[config.mk]
export PLATFORM = sky130hd
export DESIGN_NAME = booth_seq_mult_flat
export DESIGN_NICKNAME = d
export VERILOG_FILES = /design/src/rtl/booth_seq_mult_if.sv /design/src/rtl/booth_seq_mult.sv /design/src/flat_wrapper.sv
export SDC_FILE = /design/constraint.sdc
export NUM_CORES = 1
export LEC_CHECK = 0
export ABC_AREA = 1
export CELL_PAD_IN_SITES_DETAIL_PLACEMENT = 0
export CELL_PAD_IN_SITES_GLOBAL_PLACEMENT = 2
export CORE_ASPECT_RATIO = 0.75
export CORE_UTILIZATION = 32
export CTS_CLUSTER_DIAMETER = 120
export DETAILED_ROUTE_END_ITERATION = 8
export GPL_TIMING_DRIVEN = 0
export PLACE_DENSITY_LB_ADDON = 0.1
export SYNTH_ARGS = -nofsm -noshare
export SYNTH_HDL_FRONTEND = slang
export SYNTH_SLANG_ARGS = --single-unit
[constraint.sdc]
create_clock -name clk -period 2.9 [get_ports clk]
set_clock_uncertainty 0.05 [all_clocks]
set_input_delay 0.58 -clock clk [delete_from_list [all_inputs] [get_ports clk]]
set_output_delay 0.58 -clock clk [all_outputs]
set_load 0.03 [all_outputs]
[src/rtl/booth_seq_mult_if.sv]
`default_nettype none
// ============================================================================
// Module      : booth_seq_mult_if
// Description : Request/response bundle for the sequential Booth multiplier.
//               The master issues operands with a start request. The slave
//               reports busy/done and the registered product.
// Revision    : 1.0 - initial release
// ============================================================================
interface booth_seq_mult_if #(
    parameter int WIDTH = 8
) ();
    logic                 start;
    logic                 signed_mode;
    logic [WIDTH-1:0]     multiplicand;
    logic [WIDTH-1:0]     multiplier;
    logic                 busy;
    logic                 done;
    logic [2*WIDTH-1:0]   product;

    modport master (
        output start, signed_mode, multiplicand, multiplier,
        input  busy, done, product
    );

    modport slave (
        input  start, signed_mode, multiplicand, multiplier,
        output busy, done, product
    );
endinterface
`default_nettype wire

[src/rtl/booth_seq_mult.sv]
`default_nettype none
// ============================================================================
// Module      : booth_seq_mult
// Description : Iterative radix-2 Booth multiplier. Operands are extended to
//               WIDTH+1 bits (sign- or zero-extension) so one datapath serves
//               signed and unsigned modes. One add/sub-and-shift per clock,
//               WIDTH+1 iterations, registered 2*WIDTH-bit product.
// Revision    : 1.0 - initial release
// ============================================================================
module booth_seq_mult #(
    parameter int WIDTH = 8
) (
    input wire              clk,
    input wire              rst_n,
    booth_seq_mult_if.slave bus
);
    localparam int c_N  = WIDTH + 1;
    localparam int c_CW = $clog2(c_N + 1);

    typedef enum logic [1:0] {
        S_IDLE = 2'd0,
        S_RUN  = 2'd1,
        S_DONE = 2'd2
    } state_t;

    state_t               r_state;
    state_t               w_state_nxt;
    logic                 w_load;
    logic                 w_step;
    logic                 w_last;

    logic [c_N-1:0]       r_ac;
    logic [c_N-1:0]       r_qr;
    logic [c_N-1:0]       r_br;
    logic                 r_q1;
    logic [c_CW-1:0]      r_cnt;
    logic [2*WIDTH-1:0]   r_product;

    logic [c_N-1:0]       w_ext_m;
    logic [c_N-1:0]       w_ext_q;
    logic [c_N-1:0]       w_sum;
    logic [c_N-1:0]       w_ac_sh;
    logic [c_N-1:0]       w_qr_sh;

    // Extension bit is the operand MSB in signed mode, zero otherwise. The
    // extra bit keeps BR away from the most negative N-bit value, so AC
    // never overflows.
    assign w_ext_m = {bus.signed_mode & bus.multiplicand[WIDTH-1], bus.multiplicand};
    assign w_ext_q = {bus.signed_mode & bus.multiplier[WIDTH-1],   bus.multiplier};

    // Booth recoding of {QR[0], q_1}: 10 subtracts, 01 adds, else hold.
    always_comb begin
        w_sum = r_ac;
        case ({r_qr[0], r_q1})
            2'b10:   w_sum = r_ac - r_br;
            2'b01:   w_sum = r_ac + r_br;
            default: w_sum = r_ac;
        endcase
    end

    // Arithmetic right shift of {AC, QR, q_1}; q_1 picks up QR[0] below.
    assign w_ac_sh = {w_sum[c_N-1], w_sum[c_N-1:1]};
    assign w_qr_sh = {w_sum[0], r_qr[c_N-1:1]};

    // State register.
    always_ff @(posedge clk or negedge rst_n) begin
        if (!rst_n) begin
            r_state <= S_IDLE;
        end else begin
            r_state <= w_state_nxt;
        end
    end

    // Next-state and datapath control; start is only honoured out of RUN.
    always_comb begin
        w_state_nxt = r_state;
        w_load      = 1'b0;
        w_step      = 1'b0;
        w_last      = 1'b0;
        case (r_state)
            S_IDLE, S_DONE: begin
                if (bus.start) begin
                    w_load      = 1'b1;
                    w_state_nxt = S_RUN;
                end else begin
                    w_state_nxt = S_IDLE;
                end
            end
            S_RUN: begin
                w_step = 1'b1;
                if (r_cnt == c_CW'(c_N - 1)) begin
                    w_last      = 1'b1;
                    w_state_nxt = S_DONE;
                end
            end
            default: w_state_nxt = S_IDLE;
        endcase
    end

    // Operand capture, iteration, and product latch on the final iteration.
    always_ff @(posedge clk or negedge rst_n) begin
        if (!rst_n) begin
            r_ac      <= '0;
            r_qr      <= '0;
            r_br      <= '0;
            r_q1      <= 1'b0;
            r_cnt     <= '0;
            r_product <= '0;
        end else if (w_load) begin
            r_ac  <= '0;
            r_qr  <= w_ext_q;
            r_br  <= w_ext_m;
            r_q1  <= 1'b0;
            r_cnt <= '0;
        end else if (w_step) begin
            r_ac  <= w_ac_sh;
            r_qr  <= w_qr_sh;
            r_q1  <= r_qr[0];
            r_cnt <= r_cnt + c_CW'(1);
            if (w_last) begin
                // The 2N-bit result's top two bits are pure sign extension.
                r_product <= {w_ac_sh[WIDTH-2:0], w_qr_sh};
            end
        end
    end

    assign bus.busy    = (r_state == S_RUN);
    assign bus.done    = (r_state == S_DONE);
    assign bus.product = r_product;
endmodule
`default_nettype wire

[src/flat_wrapper.sv]
// flat-port wrapper written by rule: the top's interface ports become plain ports
module booth_seq_mult_flat 
#(
    parameter int WIDTH = 8
)
  (clk, rst_n, bus_start, bus_signed_mode, bus_multiplicand, bus_multiplier, bus_busy, bus_done, bus_product);
  booth_seq_mult_if #(.WIDTH(WIDTH)) bus_i ();
  input wire clk;
  input wire rst_n;
  input wire logic [$bits(bus_i.start)-1:0] bus_start;
  input wire logic [$bits(bus_i.signed_mode)-1:0] bus_signed_mode;
  input wire logic [$bits(bus_i.multiplicand)-1:0] bus_multiplicand;
  input wire logic [$bits(bus_i.multiplier)-1:0] bus_multiplier;
  output wire logic [$bits(bus_i.busy)-1:0] bus_busy;
  output wire logic [$bits(bus_i.done)-1:0] bus_done;
  output wire logic [$bits(bus_i.product)-1:0] bus_product;
  assign bus_i.start = bus_start;
  assign bus_i.signed_mode = bus_signed_mode;
  assign bus_i.multiplicand = bus_multiplicand;
  assign bus_i.multiplier = bus_multiplier;
  assign bus_busy = bus_i.busy;
  assign bus_done = bus_i.done;
  assign bus_product = bus_i.product;
  booth_seq_mult #(.WIDTH(WIDTH)) u_core (.clk(clk), .rst_n(rst_n), .bus(bus_i));
endmodule
# Yosys cells after proc, flatten, opt, wreduce, memory -nomap -nowiden
# Index checks and enable logic that the tools add are counted.
[totals] ff_bits=50 word_cells=40 ramBits=0 memories=0 latchBits=0 romBits=0
[op_classes] n_mux=17 n_shift=0 n_eq_ne=6 n_div=0 n_reduce_logical=4 order_cmp=0 multipliers=0 bitwise_logic=3 addsub=3
[op_table] cell="$mux W9" count=4
[op_table] cell="$pmux W9 S2" count=1
[op_table] cell="$add A9 B9 Y9" count=1
[op_table] cell="$sub A9 B9 Y9" count=1
[op_table] cell="$mux W1" count=8
[op_table] cell="$mux W4" count=2
[op_table] cell="$add A4 B1 Y4 const B" count=1
[op_table] cell="$eq A2 B1 Y1 const B" count=2
[op_table] cell="$eq A2 B2 Y1 const B" count=2
[op_table] cell="$eq A4 B4 Y1 const B" count=1
[op_table] cell="$pmux W2 S2" count=1
[op_table] cell="$reduce_and A3 Y1" count=1
[op_table] cell="$and A1 B1 Y1" count=2
[op_table] cell="$logic_not A2 Y1" count=1
[op_table] cell="$mux W2" count=1
[op_table] cell="$ne A2 B1 Y1 const B" count=1
[op_table] cell="$reduce_bool A2 Y1" count=1
[op_table] cell="$reduce_or A2 Y1" count=1
[op_table] cell="$not A1 Y1" count=1

# Longest topological paths before layout
[depth] ltp_word=5 depth_mapped=17 mapped_depth_nobuf=17

# Worst setup path before layout
# OpenSTA, ideal clock, no wires.
[synth_timing] path_kind="reg-to-reg" start="register u_core.r_br[0]" end="register u_core.r_ac[6]" stages_incl_launch_ff=16 slack_ns=0.696 required_ns=2.732 n_path_buf=0 arrival_ns=2.036 path_cell_list="dfrtp_1 inv_1 ha_1 nor3b_1 nor2_1 a21oi_1 xor2_1 ha_1 nand2_1 inv_1 a21oi_1 nand2_1 nand2_1 nand3_1 nand3_1 nand2_1"
[synth_via] elab_chain_cells=4
[synth_lines] element="start: declaration" line="booth_seq_mult.sv:34" source="logic [c_N-1:0] r_br;"
[synth_lines] element="start signal: assignment" line="booth_seq_mult.sv:112" source="r_br <= w_ext_m;"
[synth_lines] element="$add A9 B9 Y9 or $sub A9 B9 Y9 (tied branches)" line="booth_seq_mult.sv:56, booth_seq_mult.sv:55"
[synth_lines] element="$pmux W9 S2 *" line="booth_seq_mult.sv:54" source="case ({r_qr[0], r_q1})"
[synth_lines] element="$mux W9 *" line="booth_seq_mult.sv:115" source="end else if (w_step) begin"
[synth_lines] element="$mux W9 *" line="booth_seq_mult.sv:109" source="end else if (w_load) begin"
[synth_lines] element="end signal: assignment" line="booth_seq_mult.sv:116" source="r_ac <= w_ac_sh;"
[synth_lines] element="end: declaration" line="booth_seq_mult.sv:32" source="logic [c_N-1:0] r_ac;"
# Every way passes the cells marked *; elsewhere a longest branch is shown, timed or not. The select of a mux whose other input is x is not followed.
# A chain may end at the register's enable or synchronous reset.

# Final worst setup path
[layout_timing] start="register u_core.r_qr[0]" end="register u_core.r_product[15], in the netlist u_core.bus.product[15]"
[layout_via] elab_chain_cells=2
[layout_lines] element="start: declaration" line="booth_seq_mult.sv:33" source="logic [c_N-1:0] r_qr;"
[layout_lines] element="start signal: assignment" line="booth_seq_mult.sv:111" source="r_qr <= w_ext_q;"
[layout_lines] element="start signal: assignment" line="booth_seq_mult.sv:117" source="r_qr <= w_qr_sh;"
[layout_lines] element="$eq A2 B1 Y1 or $eq A2 B2 Y1 (tied branches)" line="booth_seq_mult.sv:54"
[layout_lines] element="$pmux W9 S2 *" line="booth_seq_mult.sv:54"
[layout_lines] element="end signal: assignment" line="booth_seq_mult.sv:122" source="r_product <= {w_ac_sh[WIDTH-2:0], w_qr_sh};"
[layout_lines] element="end: declaration" line="booth_seq_mult.sv:37" source="logic [2*WIDTH-1:0] r_product;"
# Every way passes the cells marked *; elsewhere a longest branch is shown, timed or not.

==> results.md <==
* Synthesized flop and latch total at 49
* Outcome: finished clean
* CTS Root Cell: clkbuf_16
* # rows at 28
* Asr flop ratio synth at 100%
* R2R cell count at 13
* Worst path required time at between 3 and 4 ns
* Initial antenna violation count at 0
* Die Area at between 0.008 and 0.009 mm²
* Crit Path Category: reg2reg
* Final Hold Fails at 0
* Initial core utilization at roughly 34%
* Synthesized cell area at roughly 0.0027 mm²
* DRC at 0
* Register area share after synthesis at 45.3%
* RSZ-0062 raised after global routing: no
* CTS tree: built
* Seq. cell area at between 0.001 and 0.0015 mm²
* Worst-Margin Slew at about 0.53 ns
* Post-detail-place hpwl at 5060 µm
* Tot GR Track Use at around 16%
* Fmax at slightly below 0.4 GHz
* Core ar. at around 0.0081 mm²
* Hold_ws at ~0.18 ns
* Congestion Overflow GR at 0
* Critical Path Sink Type: register
* Tmin final at approximately 2.5 ns
* Final WL at between 6000 and 7000 µm
* Fin. max-slew vios at 0
* DIE WIDTH at between 100 and 150 µm
* CTS H-tree depth at 2
* Vias in the first global route at roughly 2,100
* Setup slack after layout at roughly 0.35 ns
* Commonest non-fill, non-tap cells in the layout: nand2_1, dfrtp_1, inv_1
* Largest net degree at the start of global routing at 33
* Min-Delay Path Class: in2async
* Most common cell after layout, fill and taps aside: nand2_1
* MaxCap Viol Count at 0
* CTS Sinks at slightly below 50
* Top-level port count at 38
* Multi-input logic area at approximately 0.0012 mm²
* Startpoint types: register
* Global placement routability congestion at roughly 0.76
* Main flop type after synthesis: dfrtp_1
* Post-synthesis cell type count at 30
* Max clock buf depth at 2
* Layout area overhead at 24.6%
* Largest stage delay on the critical path at between 0.4 and 0.5 ns
* Synthesized instance count at 340
* Fillers at 850
* Layout cell share with drive strength beyond 1 at between 10% and 20%
* Antenna cells at 0
* Worst-Skew Late Latency at around 0.29 ns
* Initial drt markers at just over 90
* Port bufs at 37
* Vias per std cell at ~4.6
* Slowest CP cell: o21ai_0
* Die height at slightly above 80 µm
* Via Count at 2,240
* Final period utilization at around 88%
* Crit-path cells: inv_1 > ha_1 > inv_1 > o21ai_0 > ha_1 > nand3_1 > nand3_1 > nand2_1 > nand2_1 > nand2_1 > nand3_1 > nand3_1 > nand2_1
* Setup-failing EPs final at 0
* WL per Instance at 13.3 µm
* Post-place setup slack at between 0.3 and 0.4 ns
* Avg Cell Area, Syn at approximately 8.0 µm²
* Drt first pass iters at 4
* CP arrival at about 2.7 ns
* Clock buffer count from CTS at 5
* Final net count at about 420
* CP max FO at 6
* Yosys warnings at 0
* Final ANT Viol Nets at 0
* Design Area, Final at 0.00337 mm²
* CTS clk-pin slew, worst paths at about 0.070 ns
* EDFF count, synth at 0
* First-pass GRT wire length at 10,900 µm
* Placed Area at 0.00323 mm²
* Syn nets at approximately 370
* Max_slew headroom at around 64%
-- cell usage after synthesis, types with 3 or more instances --
library cell / number / area [µm²]
a21oi_1: 5 / 25.0
buf_2: 5 / 25.0
dfrtp_1: 49 / 1230
ha_1: 12 / 150
inv_1: 47 / 176
inv_2: 5 / 18.8
nand2_1: 112 / 420
nand3_1: 22 / 110
nand4_1: 3 / 18.8
nor2_1: 12 / 45.0
o21ai_0: 29 / 145
o21ai_2: 8 / 70.1
o221ai_1: 3 / 26.3
o22ai_1: 3 / 18.8
xor2_1: 7 / 61.3
-- through the flow --
step | utilization [%] | TNS, ns | std cells
floorplan | - | 0 | 340
global placement | 39.8 | -18.74 | 482
detailed placement | 40.0 | 0 | 483
CTS | 41.8 | 0 | 491
global route | 41.9 | 0 | 491
finish | 41.9 | 0 | 491
-- final timing paths --
path | slack, ns | to | from
setup / recovery | 0.35 | u_core.bus.product[15] | u_core.r_qr[0]
hold / removal | 0.18 | u_core.r_ac[5] | rst_n
setup reg to reg | 0.35 | u_core.bus.product[15] | u_core.r_qr[0]
hold reg to reg | 0.43 | u_core.bus.product[8] | u_core.bus.product[8]
max in group asynchronous | 2.10 | u_core.r_br[3] | rst_n
min in group clk | 0.43 | u_core.bus.product[8] | u_core.bus.product[8]
-- final cells by class --
cell class	count	share of cell area, %
buffer	9	1.85
clock buffer	6	3.82
clock inverter	2	0.445
inverter	52	5.78
multi-input combinational	230	36.4
sequential	49	36.3
tap	105	3.89
timing repair buffer	38	11.4
-- worst max-delay path, delay by kind of cell (launching register included) --
kind | cells | cell delay [ns]
buffers and inverters | 2 | 0.24
adders and majority gates | 2 | 0.60
DFF | 1 | 0.36
and+or+nand+nor | 8 | 0.69
AOI/OAI and AO/OA | 1 | 0.47
-- per-layer routing --
metal  vias up  routed length, µm  track usage [%]
met5         -                  0                0
met3         5                247             3.17
met1      1021               3700             25.3
li1       1169                  -                -
met2        45               2550             23.6
met4         0                 45             3.29
-- cell families after synthesis --
family / share of synthesized area (%)
multiplexers: 0.416
flip-flops: 45.3
XOR/XNOR: 2.59
AO/OA/AOI/OAI: 11.3
adder cells (fa/ha/maj): 6.28
AND/OR/NAND/NOR: 24.6
buffers and inverters: 9.51
-- registers in the layout, indices dropped and copies added, names as in the netlist --
register            cells
u_core.r_cnt            4
u_core.bus.product     16
u_core.r_q1             1
u_core.r_qr             9
u_core.r_br             9
u_core.r_state          2
u_core.r_ac             8
-- repair_timing --
item	4_1_cts	5_1_grt
setup buffers	0	0
endpoints found under the setup margin	0	2
hold endpoints to repair	0	0
gates resized for setup	0	1
hold buffers	0	0
Power is left out: the tool's default activity adds up to more than one toggle a clock period on the data nets, which glitch-free logic cannot reach.
